**src/rtl/uart_rx_pkg.sv**
```systemverilog
// Shared types and constants for the UART receiver: FSM state encoding,
// the legal oversampling ratios and the payload width.
package uart_rx_pkg;

  localparam int DATA_W = 8;

  localparam logic [5:0] PRESCALE_8  = 6'd8;
  localparam logic [5:0] PRESCALE_16 = 6'd16;
  localparam logic [5:0] PRESCALE_32 = 6'd32;

  typedef enum logic [2:0] {
    ST_IDLE   = 3'd0,
    ST_START  = 3'd1,
    ST_DATA   = 3'd2,
    ST_PARITY = 3'd3,
    ST_STOP   = 3'd4
  } state_t;

  // Any ratio other than 8/16/32 falls back to 8.
  function automatic logic [5:0] legal_prescale(input logic [5:0] p);
    case (p)
      PRESCALE_8, PRESCALE_16, PRESCALE_32: return p;
      default:                              return PRESCALE_8;
    endcase
  endfunction

endpackage

```
**src/rtl/uart_rx_if.sv**
```systemverilog
// Serial line, frame configuration and received-byte outputs of the UART receiver.
interface uart_rx_if;
  import uart_rx_pkg::*;

  logic              RX_IN;
  logic [5:0]        Prescale;
  logic              Parity_EN;
  logic              Parity_TYPE;
  logic [DATA_W-1:0] P_DATA;
  logic              Data_valid;
  logic              Parity_error;
  logic              Stop_error;
  logic              Busy;

  modport slave (
    input  RX_IN, Prescale, Parity_EN, Parity_TYPE,
    output P_DATA, Data_valid, Parity_error, Stop_error, Busy
  );

  modport master (
    output RX_IN, Prescale, Parity_EN, Parity_TYPE,
    input  P_DATA, Data_valid, Parity_error, Stop_error, Busy
  );

endinterface

```
**src/rtl/uart_rx_control_sampler.sv**
```systemverilog
// Per-bit edge counter with three mid-bit samples and a majority vote.
// bit_end is combinational and marks the last edge count of the current bit.
module rx_data_sampler (
  input  logic       clk,
  input  logic       rst,
  input  logic       i_en,
  input  logic       i_restart,
  input  logic       i_rx,
  input  logic [5:0] i_prescale,
  output logic       sampled_bit,
  output logic       bit_end
);

  logic [5:0] r_edge_cnt;
  logic [2:0] r_samples;
  logic [5:0] w_mid;

  assign w_mid       = {1'b0, i_prescale[5:1]};
  assign bit_end     = i_en && (r_edge_cnt == i_prescale - 6'd1);
  assign sampled_bit = (r_samples[0] & r_samples[1]) |
                       (r_samples[0] & r_samples[2]) |
                       (r_samples[1] & r_samples[2]);

  // The cycle that detects the falling edge is edge 0, so restart loads 1.
  always_ff @(posedge clk or posedge rst) begin
    if (rst) begin
      r_edge_cnt <= '0;
      r_samples  <= '0;
    end else begin
      if (i_restart)
        r_edge_cnt <= 6'd1;
      else if (!i_en || bit_end)
        r_edge_cnt <= '0;
      else
        r_edge_cnt <= r_edge_cnt + 6'd1;

      if (i_en) begin
        if (r_edge_cnt == w_mid - 6'd1) r_samples[0] <= i_rx;
        if (r_edge_cnt == w_mid)        r_samples[1] <= i_rx;
        if (r_edge_cnt == w_mid + 6'd1) r_samples[2] <= i_rx;
      end
    end
  end

endmodule

```
**src/rtl/uart_rx_control.sv**
```systemverilog
// UART receiver FSM (Idle/Start/Data/Parity/Stop) with registered one-cycle result pulses.
// Parity support is built only when UART_RX_PARITY_EN is defined; otherwise frames are 10 bits.
module uart_rx_control
  import uart_rx_pkg::*;
(
  input logic      CLK,
  input logic      Reset,
  uart_rx_if.slave bus
);

  state_t            r_state;
  logic [5:0]        r_prescale;
  logic [2:0]        r_bit_cnt;
  logic [DATA_W-1:0] r_shift;
  logic [DATA_W-1:0] r_p_data;
  logic              r_data_valid;
  logic              r_stop_error;
  logic              r_busy;

  logic              w_sampled_bit;
  logic              w_bit_end;
  logic              w_en;
  logic              w_restart;
  logic              w_parity_bad;

`ifdef UART_RX_PARITY_EN
  logic              r_parity_en;
  logic              r_parity_type;
  logic              r_parity_bad;
  logic              r_parity_error;

  assign w_parity_bad     = r_parity_bad;
  assign bus.Parity_error = r_parity_error;
`else
  logic              w_unused_cfg;

  assign w_unused_cfg     = bus.Parity_EN ^ bus.Parity_TYPE;
  assign w_parity_bad     = 1'b0;
  assign bus.Parity_error = 1'b0;
`endif

  assign w_en      = (r_state != ST_IDLE);
  // A new frame starts from Idle or straight out of Stop when the line is already low.
  assign w_restart = !bus.RX_IN &&
                     ((r_state == ST_IDLE) || ((r_state == ST_STOP) && w_bit_end));

  rx_data_sampler u_sampler (
    .clk         (CLK),
    .rst         (Reset),
    .i_en        (w_en),
    .i_restart   (w_restart),
    .i_rx        (bus.RX_IN),
    .i_prescale  (r_prescale),
    .sampled_bit (w_sampled_bit),
    .bit_end     (w_bit_end)
  );

  always_ff @(posedge CLK or posedge Reset) begin
    if (Reset) begin
      r_state        <= ST_IDLE;
      r_prescale     <= PRESCALE_8;
      r_bit_cnt      <= '0;
      r_shift        <= '0;
      r_p_data       <= '0;
      r_data_valid   <= 1'b0;
      r_stop_error   <= 1'b0;
      r_busy         <= 1'b0;
`ifdef UART_RX_PARITY_EN
      r_parity_en    <= 1'b0;
      r_parity_type  <= 1'b0;
      r_parity_bad   <= 1'b0;
      r_parity_error <= 1'b0;
`endif
    end else begin
      r_data_valid   <= 1'b0;
      r_stop_error   <= 1'b0;
`ifdef UART_RX_PARITY_EN
      r_parity_error <= 1'b0;
`endif

      if (w_restart) begin
        r_prescale    <= legal_prescale(bus.Prescale);
`ifdef UART_RX_PARITY_EN
        r_parity_en   <= bus.Parity_EN;
        r_parity_type <= bus.Parity_TYPE;
        r_parity_bad  <= 1'b0;
`endif
      end

      case (r_state)
        ST_IDLE: begin
          if (!bus.RX_IN) begin
            r_state <= ST_START;
            r_busy  <= 1'b1;
          end
        end

        ST_START: begin
          if (w_bit_end) begin
            if (w_sampled_bit) begin
              r_state <= ST_IDLE;
              r_busy  <= 1'b0;
            end else begin
              r_state   <= ST_DATA;
              r_bit_cnt <= '0;
            end
          end
        end

        ST_DATA: begin
          if (w_bit_end) begin
            r_shift <= {w_sampled_bit, r_shift[DATA_W-1:1]};
            if (r_bit_cnt == 3'(DATA_W - 1)) begin
`ifdef UART_RX_PARITY_EN
              r_state <= r_parity_en ? ST_PARITY : ST_STOP;
`else
              r_state <= ST_STOP;
`endif
            end else begin
              r_bit_cnt <= r_bit_cnt + 3'd1;
            end
          end
        end

`ifdef UART_RX_PARITY_EN
        ST_PARITY: begin
          if (w_bit_end) begin
            r_parity_bad <= (w_sampled_bit != ((^r_shift) ^ r_parity_type));
            r_state      <= ST_STOP;
          end
        end
`endif

        ST_STOP: begin
          if (w_bit_end) begin
            r_stop_error <= !w_sampled_bit;
`ifdef UART_RX_PARITY_EN
            r_parity_error <= r_parity_bad;
`endif
            if (w_sampled_bit && !w_parity_bad) begin
              r_p_data     <= r_shift;
              r_data_valid <= 1'b1;
            end
            if (bus.RX_IN) begin
              r_state <= ST_IDLE;
              r_busy  <= 1'b0;
            end else begin
              r_state <= ST_START;
            end
          end
        end

        default: begin
          r_state <= ST_IDLE;
          r_busy  <= 1'b0;
        end
      endcase
    end
  end

  assign bus.P_DATA     = r_p_data;
  assign bus.Data_valid = r_data_valid;
  assign bus.Stop_error = r_stop_error;
  assign bus.Busy       = r_busy;

endmodule

```
**src/flat_wrapper.sv**
```systemverilog
// flat-port wrapper written by rule: the top's interface ports become plain ports
module uart_rx_control_flat import uart_rx_pkg::*;
  (CLK, Reset, bus_RX_IN, bus_Prescale, bus_Parity_EN, bus_Parity_TYPE, bus_P_DATA, bus_Data_valid, bus_Parity_error, bus_Stop_error, bus_Busy);
  uart_rx_if bus_i ();
  input logic CLK;
  input logic Reset;
  input wire logic [$bits(bus_i.RX_IN)-1:0] bus_RX_IN;
  input wire logic [$bits(bus_i.Prescale)-1:0] bus_Prescale;
  input wire logic [$bits(bus_i.Parity_EN)-1:0] bus_Parity_EN;
  input wire logic [$bits(bus_i.Parity_TYPE)-1:0] bus_Parity_TYPE;
  output wire logic [$bits(bus_i.P_DATA)-1:0] bus_P_DATA;
  output wire logic [$bits(bus_i.Data_valid)-1:0] bus_Data_valid;
  output wire logic [$bits(bus_i.Parity_error)-1:0] bus_Parity_error;
  output wire logic [$bits(bus_i.Stop_error)-1:0] bus_Stop_error;
  output wire logic [$bits(bus_i.Busy)-1:0] bus_Busy;
  assign bus_i.RX_IN = bus_RX_IN;
  assign bus_i.Prescale = bus_Prescale;
  assign bus_i.Parity_EN = bus_Parity_EN;
  assign bus_i.Parity_TYPE = bus_Parity_TYPE;
  assign bus_P_DATA = bus_i.P_DATA;
  assign bus_Data_valid = bus_i.Data_valid;
  assign bus_Parity_error = bus_i.Parity_error;
  assign bus_Stop_error = bus_i.Stop_error;
  assign bus_Busy = bus_i.Busy;
  uart_rx_control u_core (.CLK(CLK), .Reset(Reset), .bus(bus_i));
endmodule
```
**config.mk**
```make
export PLATFORM = sky130hd
export DESIGN_NAME = uart_rx_control_flat
export DESIGN_NICKNAME = d
export VERILOG_FILES = /design/src/rtl/uart_rx_pkg.sv /design/src/rtl/uart_rx_if.sv /design/src/rtl/uart_rx_control_sampler.sv /design/src/rtl/uart_rx_control.sv /design/src/flat_wrapper.sv
export SDC_FILE = /design/constraint.sdc
export NUM_CORES = 1
export LEC_CHECK = 0
export CAP_MARGIN = 20
export CORE_MARGIN = 5
export CORE_UTILIZATION = 51
export CTS_BUF_LIST = sky130_fd_sc_hd__clkbuf_8 sky130_fd_sc_hd__clkbuf_16
export DETAILED_ROUTE_END_ITERATION = 10
export PLACE_DENSITY = 0.8
export SLEW_MARGIN = 10
export SYNTH_ARGS = -nofsm -noshare
export SYNTH_HDL_FRONTEND = slang
export SYNTH_SLANG_ARGS = --single-unit
```
**constraint.sdc**
```tcl
create_clock -name CLK -period 3 [get_ports CLK]
set_clock_uncertainty 0.15 [all_clocks]
set_input_delay 0.3 -clock CLK [delete_from_list [all_inputs] [get_ports CLK]]
set_output_delay 0.3 -clock CLK [all_outputs]
set_load 0.03 [all_outputs]
```
* After elaboration in Yosys (flattened, before gate mapping)
Cells that the tools add are included.
** Cells by class
- Eq/ne operators :: 20
- Bitwise operators :: 6
- Muxes and demuxes :: 27
- Add/subtract/negate cells :: 5
- Reduce and logical (&&, ||, !) cells :: 20
** Operators by type and width (number)
- 3-bit 2-to-1 mux :: 9
- 6-bit == test :: 3
- 6-bit 2-to-1 mux :: 3
- 2-bit inequality test, second input constant :: 7
- 3-bit case mux with 4 select lines :: 1
- 1-bit 2-to-1 mux :: 11
- 5-bit AND reduction :: 2
- 2-bit AND reduction :: 4
- 5-bit by 1-bit adder with 6-bit output, second input constant :: 1
- 6-bit by 1-bit adder with 6-bit output, second input constant :: 1
- 3-bit == test, second input constant :: 2
- 6-bit by 4-bit == test with 1-bit output, second input constant :: 1
- 6-bit by 5-bit == test with 1-bit output :: 1
- 6-bit by 5-bit == test with 1-bit output, second input constant :: 1
- 6-bit == test, second input constant :: 1
- 3-bit case mux with 2 select lines :: 1
- 6-bit AND reduction :: 1
- 5-bit by 1-bit subtractor with 6-bit output, second input constant :: 1
- 6-bit by 1-bit subtractor with 6-bit output, second input constant :: 1
- 2-bit by 1-bit inequality test with 1-bit output, second input constant :: 2
- 1-bit case mux with 4 select lines :: 1
- 3-bit by 1-bit adder with 3-bit output, second input constant :: 1
- 1-bit AND :: 3
- 3-bit by 1-bit == test with 1-bit output, second input constant :: 1
- 12 further kinds :: 18
** Word-level totals
- Register bits after elaboration :: 40
- Word-level logic and storage cells :: 90
- Output and inout port bits :: 12

* Depth between registers and ports, before layout
- Word-level depth :: 7
- Depth in mapped cells :: 9
- Mapped depth without buffers :: 7

* Cells and area by module
From an unflattened synthesis, not the netlist that was laid out.
** Unflattened totals
- Cell total of the unflattened synthesis :: 211
- Area, all modules :: 2280.9 um^2
** By module, submodules not included
- uart_rx_control :: area each 1378.8 um^2, instances 1, cells an instance 112
- rx_data_sampler :: area each 902.1 um^2, instances 1, cells an instance 99

* Worst setup path before layout
OpenSTA, ideal clock, no wires.
- Path type :: reg2reg
- From :: register u_core.r_prescale[2]
- To :: register u_core.r_bit_cnt[0]
- Data arrival time :: 2.700 ns
- Required time :: 2.725 ns
- Slack :: 0.024 ns
- Stages on the path, launching flop included :: 10
- Path buffers :: 2
- Clock period less this slack :: 2.976 ns
- Cells stage by stage :: dfrtp_1 clkbuf_1 inv_1 ha_1 a21bo_1 or3_4 a211o_1 buf_6 or4_4 mux2_4
** On the way
- Longest elaborated chain between the ends :: 5
- Elaborated cells between the ends (all ways) :: 6
** RTL lines
- from (decl) :: RTL line uart_rx_control.sv:12 : logic [5:0] r_prescale;
- from (signal assigned) :: RTL line uart_rx_control.sv:82 : r_prescale <= legal_prescale(bus.Prescale);
- 6-bit by 1-bit subtractor with 6-bit output * :: RTL line uart_rx_control_sampler.sv:19 : assign bit_end = i_en && (r_edge_cnt == i_prescale - 6'd1);
- 6-bit == test * :: RTL line uart_rx_control_sampler.sv:19
- 1-bit logical AND * :: RTL line uart_rx_control_sampler.sv:19
- 2-bit inequality test (no line)
- 5-bit AND reduction (no line) *
- to (signal assigned) :: RTL line uart_rx_control.sv:120 : r_bit_cnt <= r_bit_cnt + 3'd1;
- to (decl) :: RTL line uart_rx_control.sv:13 : logic [2:0] r_bit_cnt;
Mark *: on every way between the ends. The rest lies on a longest branch, timed or not.
A chain may end at the register's enable or synchronous reset.

* Final worst setup path
Same ends and word-level chain as after synthesis.

==> results.py <==
metrics = {
    "routing": {
        "drtIter0Drc": 53,
        "ant_nets": 0,
        "routed_wl_um": 4370,
        "wl_per_cell_um": 15.6,
        "first_pass_iters": 4,
        "avgViaCountPerCell": 5.75,
        "vias": 1609,
        "drc_errors": 0,
    },
    "placed_design": {
        "gp_congestion": 0.809,
        "io_buffers": 19,
        "dp_hpwl_um": 3000,
    },
    "synthesis": {
        "synth_edf_count": 0,
        "synth_top_flop_cell": "dfrtp_1",
        "avgSynthCellArea_um2": 10.9,
        "syn-num-nets": 223,
        "syn-cell-area_um2": 2230,
        "yosysTopAreaCell": "dfrtp_1",
        "syn_inst": 205,
        "ys_seq_elements": 40,
        "synthTopCellsByArea": "dfrtp_1 44%, mux2_2 11%, xnor2_1 5.1%, ha_1 3.9%, xor2_1 3.9%",
        "seq_area_frac_synth_pct": 44.9,
        "ys_types": 52,
        "synth_top_area_share_pct": 43.7,
        "yosysWarnings": 0,
        "async_flop_share_pct": 100,
    },
    "clock_tree": {
        "cts_hold_buf": 0,
        "cts_buffers": 5,
        "clk_latency_ns": 0.30,
        "root_buffer": "clkbuf_8",
        "htree_levels": 2,
        "clock-sinks": 40,
        "path_clk_slew_ns": 0.08,
        "cts_tree": "built",
        "clockBufferDepth": 2,
    },
    "sta": {
        "hold_viol": 0,
        "setup_violations": 0,
        "relSlewSlack_pct": 27.3,
        "tns_ns": 0,
        "rsz0062_at_grt": "no",
        "min_period_over_period_pct": 95.6,
        "tightestPinTransition_ns": 1.09,
        "slew_violations": 0,
        "clock.fmax_ghz": 0.349,
        "period_needed_ns": 2.87,
    },
    "pwr": {
        "p_leak_nw": 1.18,
        "power_mw": 1.90,
        "p_per_area_nw_per_um2": 724,
        "peakVddDrop_v": 0.000418,
    },
    "setup_path": {
        "max_stage_delay_ns": 0.59,
        "crit_fanout": 8,
        "worst-path-buf-inv": 1,
        "cp_top_family": "simple AND/OR/NAND/NOR gates",
        "path_cells": "inv_1 > ha_1 > a21bo_1 > or3_4 > a211o_1 > or4_4 > mux2_4",
        "crit_path_start_kind": "flip-flop",
        "worstSetupPathType": "flip-flop to flip-flop",
        "cp.required_ns": 3.04,
        "cp.arrival_ns": 2.90,
        "cpMaxStageDelayCell": "or4_4",
        "endpoint_kind": "flip-flop",
    },
    "grt": {
        "grt_pass1_wl_um": 7630,
        "grt_remaining_overflow": 0,
        "grt_max_degree": 41,
        "grt_pass1_vias": 1636,
        "antenna_found_initial": 0,
        "track_usage_pct": 16.1,
    },
    "floorplan": {
        "die_h_um": 76.2,
        "initial_core_util_pct": 52.0,
        "die-area_um2": 5800,
        "core_um2": 4290,
        "die_x_um": 76.2,
        "row_count": 24,
        "boundaryPins": 23,
    },
    "finish": {
        "n_antenna_cell": 0,
        "drive_gt1_share_pct": 18.9,
        "mostFrequentLayoutCell": "dfrtp_1",
        "fin_nets": 246,
        "area_delta_synth_final_pct": 17.3,
        "final_cell_mix": "39 x dfrtp_1, 21 x mux2_2, 19 x clkdlybuf4s50_1, 13 x xnor2_1, 12 x nor2_1",
    },
    "worst_hold_path": {
        "worstHoldPathType": "primary input to asynchronous set/reset pin",
    },
    "job": {
        "cap_violations": 0,
    },
    "run_status": {
        "status": "finished, final reports clean",
    },
}
[per-layer routing]
layer | routed length (µm) | vias up | track usage, %
met4 | 100 | 0 | 7.52
li1 | - | 777 | -
met1 | 1990 | 802 | 20.3
met3 | 129 | 8 | 3.43
met2 | 2150 | 22 | 26.1
met5 | 0 | - | 0
[final cells by class]
type / count / area [µm²]
Fill cell: 357 / 1680
Tap cell: 52 / 65.1
Inverter: 7 / 26.3
Timing Repair Buffer: 26 / 243
Sequential cell: 40 / 1000
Multi-Input combinational cell: 148 / 1150
Clock inverter: 2 / 60.1
Clock buffer: 5 / 68.8
[flip-flops by register name (all words and copies together), names as in the netlist]
register                     count
u_core.bus.Busy                  1
u_core.r_prescale                6
u_core.bus.Stop_error            1
u_core.bus.Data_valid            1
u_core.bus.P_DATA                8
u_core.r_shift                   8
u_core.u_sampler.r_edge_cnt      6
u_core.r_bit_cnt                 3
u_core.u_sampler.r_samples       3
u_core.r_state                   3
[synthesized netlist by cell type (2+ instances only)]
master	number
a2111oi_0	3
a211oi_1	2
a21oi_1	3
a22o_1	2
and2_1	5
buf_2	2
clkbuf_1	5
dfrtp_1	39
ha_1	7
inv_1	7
mux2_2	21
mux2i_1	2
nand2_1	9
nand3_1	8
nand3b_1	2
nor2_1	12
nor2b_1	2
nor3_1	10
nor3_4	2
nor3b_1	3
nor4_1	2
o211ai_1	3
o21ai_0	3
or3_1	2
xnor2_1	13
xor2_1	10
[what timing repair did]
action	CTS	global route
endpoints found under the setup margin	0	8
resized for setup	0	0
setup buffers	0	0
[worst register-to-register path: cells and delay by family (launching register included)]
kind                       cells  cell delay [ns]
and+or+nand+nor                2             0.99
AOI/OAI and AO/OA              2             0.69
DFF                            1             0.38
muxes                          1             0.27
adders and majority gates      1             0.18
buffers and inverters          1             0.11
[power by group]
group | internal, mW | total (mW) | switching, mW
registers | 0.618 | 0.739 | 0.121
clock network | 0.327 | 0.516 | 0.189
logic | 0.275 | 0.640 | 0.365
total | 1.22 | 1.90 | 0.675
[through the flow]
stage / cell area [µm²] / util [%] / hold slack, ns / instances / setup WS, ns
2_1_floorplan: 2230 / - / 0.262 / 205 / 0.0244
3_3_place_gp: 2490 / 58.0 / 0.338 / 273 / 0.164
3_5_place_dp: 2490 / 58.0 / 0.342 / 273 / 0.143
4_1_cts: 2620 / 61.0 / 0.284 / 280 / 0.101
5_1_grt: 2620 / 61.0 / 0.342 / 280 / 0.00656
6_report: 2620 / 61.0 / 0.272 / 280 / 0.133
[final timing paths]
path | from | to | slack, ns | depth (start not counted)
min | Reset | u_core.r_shift[6] | 0.27 | 3
min reg2reg | u_core.r_shift[0] | u_core.r_shift[0] | 0.36 | 1
max reg2reg | u_core.r_prescale[2] | u_core.r_bit_cnt[0] | 0.13 | 7
min in group CLK | u_core.r_shift[0] | u_core.r_shift[0] | 0.36 | 1
max | u_core.r_prescale[2] | u_core.r_bit_cnt[0] | 0.13 | 7
max in group asynchronous | Reset | u_core.r_prescale[3] | 2.07 | 3
[logic make-up (layout without fill, tap and decap cells)]
kind of cell    count (synthesis)  count (layout)  share of synthesized area, %
buf+inv                        17              40                          3.48
other cells                     1               1                         0.168
simple gates                   65              65                          16.8
compound gates                 27              27                          9.08
flops                          40              40                          44.9
mux                            24              24                          12.2
fa+ha+maj                       8               8                          4.37
xor+xnor                       23              23                          9.02
(Power assumes the default switching activity.)
